<file path="src/rtl/exec_stage_if.sv">
// Instruction handshake and register-file port bundle for exec_stage.
// master = instruction source / register file side, slave = exec_stage.
interface exec_stage_if #(
    parameter int WIDTH = 16,
    parameter int AW    = 4
);
    logic             in_valid;
    logic             in_ready;
    logic [3:0]       op;
    logic [AW-1:0]    src;
    logic [AW-1:0]    dst;
    logic [AW-1:0]    ra1;
    logic [AW-1:0]    ra2;
    logic [WIDTH-1:0] rd1;
    logic [WIDTH-1:0] rd2;
    logic [WIDTH-1:0] wd;
    logic             regwrite;
    logic [2:0]       flags;

    modport master (
        output in_valid, op, src, dst, rd1, rd2,
        input  in_ready, ra1, ra2, wd, regwrite, flags
    );

    modport slave (
        input  in_valid, op, src, dst, rd1, rd2,
        output in_ready, ra1, ra2, wd, regwrite, flags
    );
endinterface

</file>
<file path="src/rtl/exec_stage.sv">
// Multi-cycle execute stage: register read, single-cycle ALU or 16-step
// shift-add multiply, then one-cycle write-back with {C,N,Z} flags.
module exec_stage #(
    parameter int WIDTH = 16,
    parameter int AW    = 4
) (
    input  logic        clk,
    input  logic        reset,
    exec_stage_if.slave bus
);
    localparam int            CW       = $clog2(WIDTH);
    localparam logic [CW-1:0] CNT_LAST = CW'(WIDTH - 1);

    typedef enum logic [2:0] {S_IDLE, S_READ, S_EXEC, S_MUL, S_WB} state_t;

    state_t           state_q;
    logic [3:0]       op_q;
    logic [AW-1:0]    ra1_q, ra2_q;
    logic [WIDTH-1:0] a_q, b_q, prod_q, wd_q;
    logic             regwrite_q;
    logic [2:0]       flags_q;
    logic [CW-1:0]    cnt_q;

    logic [WIDTH-1:0] res_d, prod_d;
    logic             c_d, wr_d, upd_d;
    logic [WIDTH:0]   add_w, shl_w, shr_w;
    logic [3:0]       sh;

    // Shifts are widened by one bit so the last bit shifted out lands in
    // the extra position; a zero shift therefore yields carry 0.
    always_comb begin
        sh     = a_q[3:0];
        add_w  = {1'b0, b_q} + {1'b0, a_q};
        shl_w  = {1'b0, b_q} << sh;
        shr_w  = {b_q, 1'b0} >> sh;
        res_d  = '0;
        c_d    = 1'b0;
        wr_d   = 1'b1;
        upd_d  = 1'b1;
        prod_d = a_q[0] ? (prod_q + b_q) : prod_q;
        case (op_q)
            4'd0: begin res_d = add_w[WIDTH-1:0]; c_d = add_w[WIDTH]; end
            4'd1: begin res_d = b_q - a_q; c_d = (b_q < a_q); end
            4'd2: res_d = b_q & a_q;
            4'd3: res_d = b_q | a_q;
            4'd4: res_d = b_q ^ a_q;
            4'd5: res_d = a_q;
            4'd6: begin res_d = shl_w[WIDTH-1:0]; c_d = shl_w[WIDTH]; end
            4'd7: begin res_d = shr_w[WIDTH:1]; c_d = shr_w[0]; end
            4'd8: begin res_d = b_q - a_q; c_d = (b_q < a_q); wr_d = 1'b0; end
            default: begin wr_d = 1'b0; upd_d = 1'b0; end
        endcase
    end

    always_ff @(posedge clk) begin
        if (reset) begin
            state_q    <= S_IDLE;
            op_q       <= '0;
            ra1_q      <= '0;
            ra2_q      <= '0;
            a_q        <= '0;
            b_q        <= '0;
            prod_q     <= '0;
            wd_q       <= '0;
            regwrite_q <= 1'b0;
            flags_q    <= '0;
            cnt_q      <= '0;
        end else begin
            regwrite_q <= 1'b0;
            case (state_q)
                S_IDLE: begin
                    if (bus.in_valid) begin
                        op_q    <= bus.op;
                        ra1_q   <= bus.src;
                        ra2_q   <= bus.dst;
                        state_q <= S_READ;
                    end
                end
                S_READ: begin
                    a_q     <= bus.rd1;
                    b_q     <= bus.rd2;
                    prod_q  <= '0;
                    cnt_q   <= '0;
                    state_q <= (op_q == 4'd9) ? S_MUL : S_EXEC;
                end
                S_EXEC: begin
                    if (wr_d) begin
                        wd_q       <= res_d;
                        regwrite_q <= 1'b1;
                    end
                    if (upd_d)
                        flags_q <= {c_d, res_d[WIDTH-1], (res_d == '0)};
                    state_q <= S_WB;
                end
                S_MUL: begin
                    prod_q <= prod_d;
                    a_q    <= a_q >> 1;
                    b_q    <= b_q << 1;
                    cnt_q  <= cnt_q + 1'b1;
                    if (cnt_q == CNT_LAST) begin
                        wd_q       <= prod_d;
                        regwrite_q <= 1'b1;
                        flags_q    <= {1'b0, prod_d[WIDTH-1], (prod_d == '0)};
                        state_q    <= S_WB;
                    end
                end
                S_WB: begin
                    ra1_q   <= '0;
                    ra2_q   <= '0;
                    state_q <= S_IDLE;
                end
                default: state_q <= S_IDLE;
            endcase
        end
    end

    assign bus.in_ready = (state_q == S_IDLE) && !reset;
    assign bus.ra1      = ra1_q;
    assign bus.ra2      = ra2_q;
    assign bus.wd       = wd_q;
    assign bus.regwrite = regwrite_q;
    assign bus.flags    = flags_q;
endmodule

</file>
<file path="src/flat_wrapper.sv">
// flat-port wrapper written by rule: the top's interface ports become plain ports
module exec_stage_flat 
#(
    parameter int WIDTH = 16,
    parameter int AW    = 4
)
  (clk, reset, bus_in_valid, bus_op, bus_src, bus_dst, bus_rd1, bus_rd2, bus_in_ready, bus_ra1, bus_ra2, bus_wd, bus_regwrite, bus_flags);
  exec_stage_if #(.WIDTH(WIDTH), .AW(AW)) bus_i ();
  input  logic clk;
  input  logic reset;
  input wire logic [$bits(bus_i.in_valid)-1:0] bus_in_valid;
  input wire logic [$bits(bus_i.op)-1:0] bus_op;
  input wire logic [$bits(bus_i.src)-1:0] bus_src;
  input wire logic [$bits(bus_i.dst)-1:0] bus_dst;
  input wire logic [$bits(bus_i.rd1)-1:0] bus_rd1;
  input wire logic [$bits(bus_i.rd2)-1:0] bus_rd2;
  output wire logic [$bits(bus_i.in_ready)-1:0] bus_in_ready;
  output wire logic [$bits(bus_i.ra1)-1:0] bus_ra1;
  output wire logic [$bits(bus_i.ra2)-1:0] bus_ra2;
  output wire logic [$bits(bus_i.wd)-1:0] bus_wd;
  output wire logic [$bits(bus_i.regwrite)-1:0] bus_regwrite;
  output wire logic [$bits(bus_i.flags)-1:0] bus_flags;
  assign bus_i.in_valid = bus_in_valid;
  assign bus_i.op = bus_op;
  assign bus_i.src = bus_src;
  assign bus_i.dst = bus_dst;
  assign bus_i.rd1 = bus_rd1;
  assign bus_i.rd2 = bus_rd2;
  assign bus_in_ready = bus_i.in_ready;
  assign bus_ra1 = bus_i.ra1;
  assign bus_ra2 = bus_i.ra2;
  assign bus_wd = bus_i.wd;
  assign bus_regwrite = bus_i.regwrite;
  assign bus_flags = bus_i.flags;
  exec_stage #(.WIDTH(WIDTH), .AW(AW)) u_core (.clk(clk), .reset(reset), .bus(bus_i));
endmodule
</file>
<file path="config.mk">
export PLATFORM = sky130hd
export DESIGN_NAME = exec_stage_flat
export DESIGN_NICKNAME = d
export VERILOG_FILES = /design/src/rtl/exec_stage_if.sv /design/src/rtl/exec_stage.sv /design/src/flat_wrapper.sv
export SDC_FILE = /design/constraint.sdc
export NUM_CORES = 1
export LEC_CHECK = 0
export ABC_CLOCK_PERIOD_IN_PS = 4670
export CAP_MARGIN = 10
export CORE_AREA = 10 10 132 134
export CTS_CLUSTER_SIZE = 16
export DETAILED_ROUTE_END_ITERATION = 16
export DIE_AREA = 0 0 142 144
export PLACE_DENSITY = 0.91
export SLEW_MARGIN = 20
export SYNTH_ARGS = -nofsm -noshare
export SYNTH_HDL_FRONTEND = slang
export SYNTH_SLANG_ARGS = --single-unit
</file>
<file path="constraint.sdc">
create_clock -name clk -period 4.67 [get_ports clk]
set_input_delay 0.7005 -clock clk [delete_from_list [all_inputs] [get_ports clk]]
set_output_delay 0.7005 -clock clk [all_outputs]
set_load 0.1 [all_outputs]
</file>
# [Yosys cells after proc, flatten, opt, wreduce, memory -nomap -nowiden]
# Cells that the tools add are included.
# W data, S select, Z words.
[op_classes] n_mux=26 add_sub_neg=4 reduce_logical=17 shift=2 eq_ne=18 bitwise=3 order_cmp=1
[ops] op="$pmux W16 S2" n=4
[ops] op="$pmux W16 S8" n=1
[ops] op="$mux W16" n=3
[ops] op="$logic_not A16 Y1" n=2
[ops] op="$pmux W4 S2" n=3
[ops] op="$add A16 B16 Y17" n=1
[ops] op="$shl A16 B4 Y17" n=1
[ops] op="$shr A17 B4 Y17" n=1
[ops] op="$add A16 B16 Y16" n=1
[ops] op="$and A16 B16 Y16" n=1
[ops] op="$eq A4 B3 Y1 const B" n=4
[ops] op="$lt A16 B16 Y1" n=1
[ops] op="$or A16 B16 Y16" n=1
[ops] op="$sub A16 B16 Y16" n=1
[ops] op="$xor A16 B16 Y16" n=1
[ops] op="$eq A4 B4 Y1 const B" n=3
[ops] op="$mux W3" n=4
[ops] op="$pmux W3 S4" n=1
[ops] op="$reduce_or A9 Y1" n=1
[ops] op="$eq A4 B2 Y1 const B" n=2
[ops] op="$mux W4" n=2
[ops] op="$reduce_or A8 Y1" n=1
[ops] op="$eq A3 B2 Y1 const B" n=2
[ops] op="$ne A2 B1 Y1 const B" n=3
[ops] op="17 further kinds" n=26
[totals] input_bits=47 regBits=87

# [Depth between registers and ports, before layout]
# Gate-level depths: netlist of run 1.
[depth] ltp_word=6 mapped_depth=14 mapped_depth_nobuf=14

# [Worst setup path after synthesis of run 1]
# Ideal clock, no wire load.
[synth_timing] path_kind="input to output" startpoint="input reset" endpoint="output bus_in_ready" required_ns=3.970 t_arrival_ns=3.889 path_slack_ns=0.081 n_path_buf=2 path_stages=3 cell_sequence="clkbuf_1 -> clkbuf_1 -> nor4_1"
[synth_via] elab_chain_len=2
[synth_lines] item="start, declared" line_no="flat_wrapper.sv:10" rtl="input logic reset;"
[synth_lines] item="$logic_not A1 Y1" line_no="exec_stage.sv:117" rtl="assign bus.in_ready = (state_q == S_IDLE) && !reset;"
[synth_lines] item="$logic_and A1 B1 Y1" line_no="exec_stage.sv:117"
[synth_lines] item="end, declared" line_no="flat_wrapper.sv:17" rtl="output wire logic [$bits(bus_i.in_ready)-1:0] bus_in_ready;"
# Every way passes these cells.

# [Worst setup path in the final report of run 1]
[layout_timing] startpoint="register u_core.a_q[3]" endpoint="register u_core.wd_q[15] (netlist: u_core.bus.wd[15])"
[layout_via] elab_chain_len=4
[layout_lines] item="start, declared" line_no="exec_stage.sv:19" rtl="logic [WIDTH-1:0] a_q, b_q, prod_q, wd_q;"
[layout_lines] item="start signal, assigned" line_no="exec_stage.sv:80" rtl="a_q <= bus.rd1;"
[layout_lines] item="start signal, assigned" line_no="exec_stage.sv:97" rtl="a_q <= a_q >> 1;"
[layout_lines] item="$sub A16 B16 Y16 (tied with other cells)" line_no="exec_stage.sv:43, exec_stage.sv:50"
[layout_lines] item="$pmux W16 S8 (*)" line_no="exec_stage.sv:41" rtl="case (op_q)"
[layout_lines] item="$mux W16 (*)" line_no="exec_stage.sv:87" rtl="if (wr_d) begin"
[layout_lines] item="$pmux W16 S2 (*)" line_no="exec_stage.sv:70" rtl="case (state_q)"
[layout_lines] item="end signal, assigned" line_no="exec_stage.sv:88" rtl="wd_q <= res_d;"
[layout_lines] item="end signal, assigned" line_no="exec_stage.sv:101" rtl="wd_q <= prod_d;"
[layout_lines] item="end, declared" line_no="exec_stage.sv:19"
# Every way passes the cells marked *; elsewhere a longest branch is shown, timed or not. The select of a mux whose other input is x is not followed.
# A chain may end at the register's enable or synchronous reset.

==> results.md, run 1 <==
- Die W: 142 um
- Gr ovfl total: 0
- Synthesized net count: about 1200
- Die area: about 0.020 sq mm
- FFs w/ async S/R, synth: 0%
- Final Instance Area: ~0.0097 sq mm
- Main flop type after synthesis: dfxtp_1
- Setup bufs post-CTS: 0
- Hold WS: 0.463 ns
- RSZ-0062 raised after global routing: false
- #FFs+latches synth: 87
- Post-synth EDFFs: 0
- DR pass1 iterations: 7
- Num Clock Sinks: between 80 and 90
- Met3 Track Usage GR: under 10%
- Max Freq: between 200 and 300 MHz
- Core box area: around 0.015 sq mm
- Antenna-violating nets left: 0
- Starting Density: between 50% and 60%
- Leak pwr: ~3.5 nW
- DPL Wire Length: around 23 mm
- Worst Hold Path Cells: 2
- Hold WC Path Type: reg -> reg
- Met2 Usage GRT: a little under half
- Core Rows: 45
- Mapped Area: between 0.008 and 0.009 sq mm
- Synth unique cells: 85
- CP max stage delay: 0.81 ns
- Crit Path Max Fanout: 10
- Worst vdd ir: 0.239 mV
- DR vias: roughly 9300
- Port buffer count: 75
- Layout cells sized above 1: between 9 and 10%
- First-pass GRT wire length: slightly below 50 mm
- Largest net degree at the start of global routing: 90
- Placer congestion estimate: approximately 1
- DRC viols: 0
- PD cells: approximately 280 mW/mm^2
- GRT Max-Usage Layer: met2
- CTS tree: yes
- Max-Cap Viols: 0
- ANT cells: 0
- FF-to-FF path depth: 12
- P&R area growth vs syn: 12.3%
- Initial drt markers: roughly 1500
- Reg clk slew, reported paths: 0.07 ns
- Endpoints failing hold: 0
- Yosys warns: 0
- Synth Area per Inst: around 7.8 sq um
- Worst slack at placement: between 0.9 and 1 ns
- Crit path depth: 12
- Htree depth: 3
- CP Data Arrival Time: 4.24 ns
- Clk_lat worst skew: around 0.35 ns
- CP dominant cell by count: a211oi_1
- I/O Pins: 76
- Total Routing Usage GR: about 30%
- CP Launch Type: flop
- Post-CTS Resized: 0
- Final setup skew: 0.00978 ns
- Slowest cell on the critical path: o31ai_1
- Worst Path Buf+Inv: 1
- PnR worst setup slack: 0.689 ns
- Tcrit/Tclk final: a little under nine tenths
- Root buf cell: clkbuf_16
- Initial antenna violation count: 0
- Die Ht: 144 um
- CP required: between 4 and 5 ns
- DP Area: approximately 0.0094 sq mm
- Sequential element share of the synthesized area: roughly 20%
- Hold_buf cts: 0
- Worst-Margin Slew: 1.01 ns
- Run status: finished, final reports clean
- Total CTS buffers: 9
- Crit path max-delay family: compound AO/OA/AOI/OAI gates
- Fin crit period: 3.98 ns
- Layout Nets: around 1300
- Number of global-route vias before repair: approximately 8600
- Worst setup path class: reg -> reg
- Type of element capturing the critical path: flop
- Fillers: 1273
- Routed wire per std cell: roughly 23 um
- TNS Setup: 0 ns
- CP Cell Sequence: clkinv_1, ha_1, o21ai_0, o21bai_1, a211oi_1, o31ai_1, a31oi_1, o41ai_1, o22ai_2, nor2_1, a21oi_1, a211oi_1
- Synthesized netlist cell count: approximately 1100
- Final setup viols: 0
- Post-layout util: between 60% and 70%
- Via/cell ratio: 6.93
- Max Slew Vio Count: 0
- Longest Clk Path Bufs: 2
- Grt met1 use: 39.8%
- Slew headroom: between 30 and 40%
- Final WL: ~31 mm
cell usage after synthesis (11+ instances only):
library cell | number | share of area (%)
nor2_1 | 157 | 6.8
dfxtp_1 | 87 | 20
a21oi_1 | 79 | 4.6
nand2_1 | 75 | 3.2
ha_1 | 67 | 9.7
mux2i_1 | 65 | 7.5
inv_1 | 54 | 2.3
a211oi_1 | 52 | 4.5
clkbuf_1 | 52 | 2.2
o21ai_0 | 46 | 2.7
nor3_1 | 27 | 1.6
a22oi_1 | 25 | 2.2
mux2_2 | 19 | 2.5
o211ai_1 | 16 | 1.4
nor2b_1 | 15 | 1.1
nand2b_1 | 13 | 0.94
nand3_1 | 12 | 0.69
o22ai_1 | 12 | 0.87
xnor2_1 | 12 | 1.2
mux4_2 | 11 | 2.9
routing by layer:
| layer | vias up | routed length, um |
|---|---|---|
| li1 | 4160 | - |
| met1 | 4394 | 13000 |
| met2 | 607 | 14000 |
| met3 | 107 | 3290 |
| met4 | 0 | 1120 |
| met5 | - | 0 |
layout make-up:
class | instances | area [sq um] | area share, %
well taps | 188 | 235 | 2.41
multi-input cells | 887 | 6290 | 64.5
repair buffers | 105 | 971 | 9.97
clock buffers | 9 | 225 | 2.31
clock inverters | 7 | 73.8 | 0.758
inverters | 55 | 206 | 2.12
flip-flops and latches | 87 | 1750 | 17.9
path summary, 6_finish.rpt:
kind	startpoint	slack [ns]	endpoint
worst max register to register	u_core.a_q[3]$_SDFFE_PP0P_	0.69	u_core.bus.wd[15]$_SDFFE_PP0P_
worst min-delay path	u_core.bus.wd[8]$_SDFFE_PP0P_	0.46	u_core.bus.wd[8]$_SDFFE_PP0P_
worst max-delay path	u_core.a_q[3]$_SDFFE_PP0P_	0.69	u_core.bus.wd[15]$_SDFFE_PP0P_
worst min register to register	u_core.bus.wd[8]$_SDFFE_PP0P_	0.46	u_core.bus.wd[8]$_SDFFE_PP0P_
cell families (layout without fill, tap and decap cells):
logic type      Yosys count  in the layout  synth area share [%]
simple gates            363            363                  19.6
compound gates          338            338                  26.7
xor+xnor                 16             16                  1.61
flops                    87             87                  20.1
fa+ha+maj                70             70                  10.4
mux                     100            100                  13.8
buf+inv                 141            176                  7.82
stage by stage:
stage / power (mW) / cells
after global routing: 2.77 / 1338
after floorplan: 1.60 / 1115
after CTS: 2.63 / 1338
after detailed placement: 1.90 / 1322
final: 2.68 / 1338
after global placement: 1.89 / 1322
tightest hold or removal path: stages, from the launching register on:
cell and delay (ns):
dfxtp_1 0.32, nand2_1 0.05, a21oi_1 0.05
state kept, by name, indices dropped and copies added, names as in the netlist:
| register | cells |
|---|---|
| u_core.a_q | 16 |
| u_core.b_q | 16 |
| u_core.bus.wd | 16 |
| u_core.prod_q | 16 |
| u_core.bus.ra1 | 4 |
| u_core.bus.ra2 | 4 |
| u_core.cnt_q | 4 |
| u_core.op_q | 4 |
| u_core.bus.flags | 3 |
| u_core.state_q | 3 |
| u_core.bus.regwrite | 1 |
where the power goes:
group          switching (mW)  internal, mW
Sequential             0.0723         0.778
Combinational           0.687         0.399
Clock                   0.365         0.378
cell usage in the layout (no fill, tap or decap), types with 13 or more instances in the layout:
master	instances
dfxtp_1	84
a21oi_1	79
nor3_1	27
a211oi_1	52
mux2_2	19
mux2i_1	65
clkdlybuf4s50_1	74
a22oi_1	25
o211ai_1	16
nand2_1	75
nand2b_1	13
nor2_1	156
ha_1	67
buf_4	30
inv_1	54
nor2b_1	15
o21ai_0	46
No activity file was read; power rests on OpenSTA's default activity.
==> run 2: changes to the inputs <==
Settings changed: CAP_MARGIN 10 to not set.
==> results of run 2 <==
The final DEF is identical to that of run 1; final timing and power are the same.
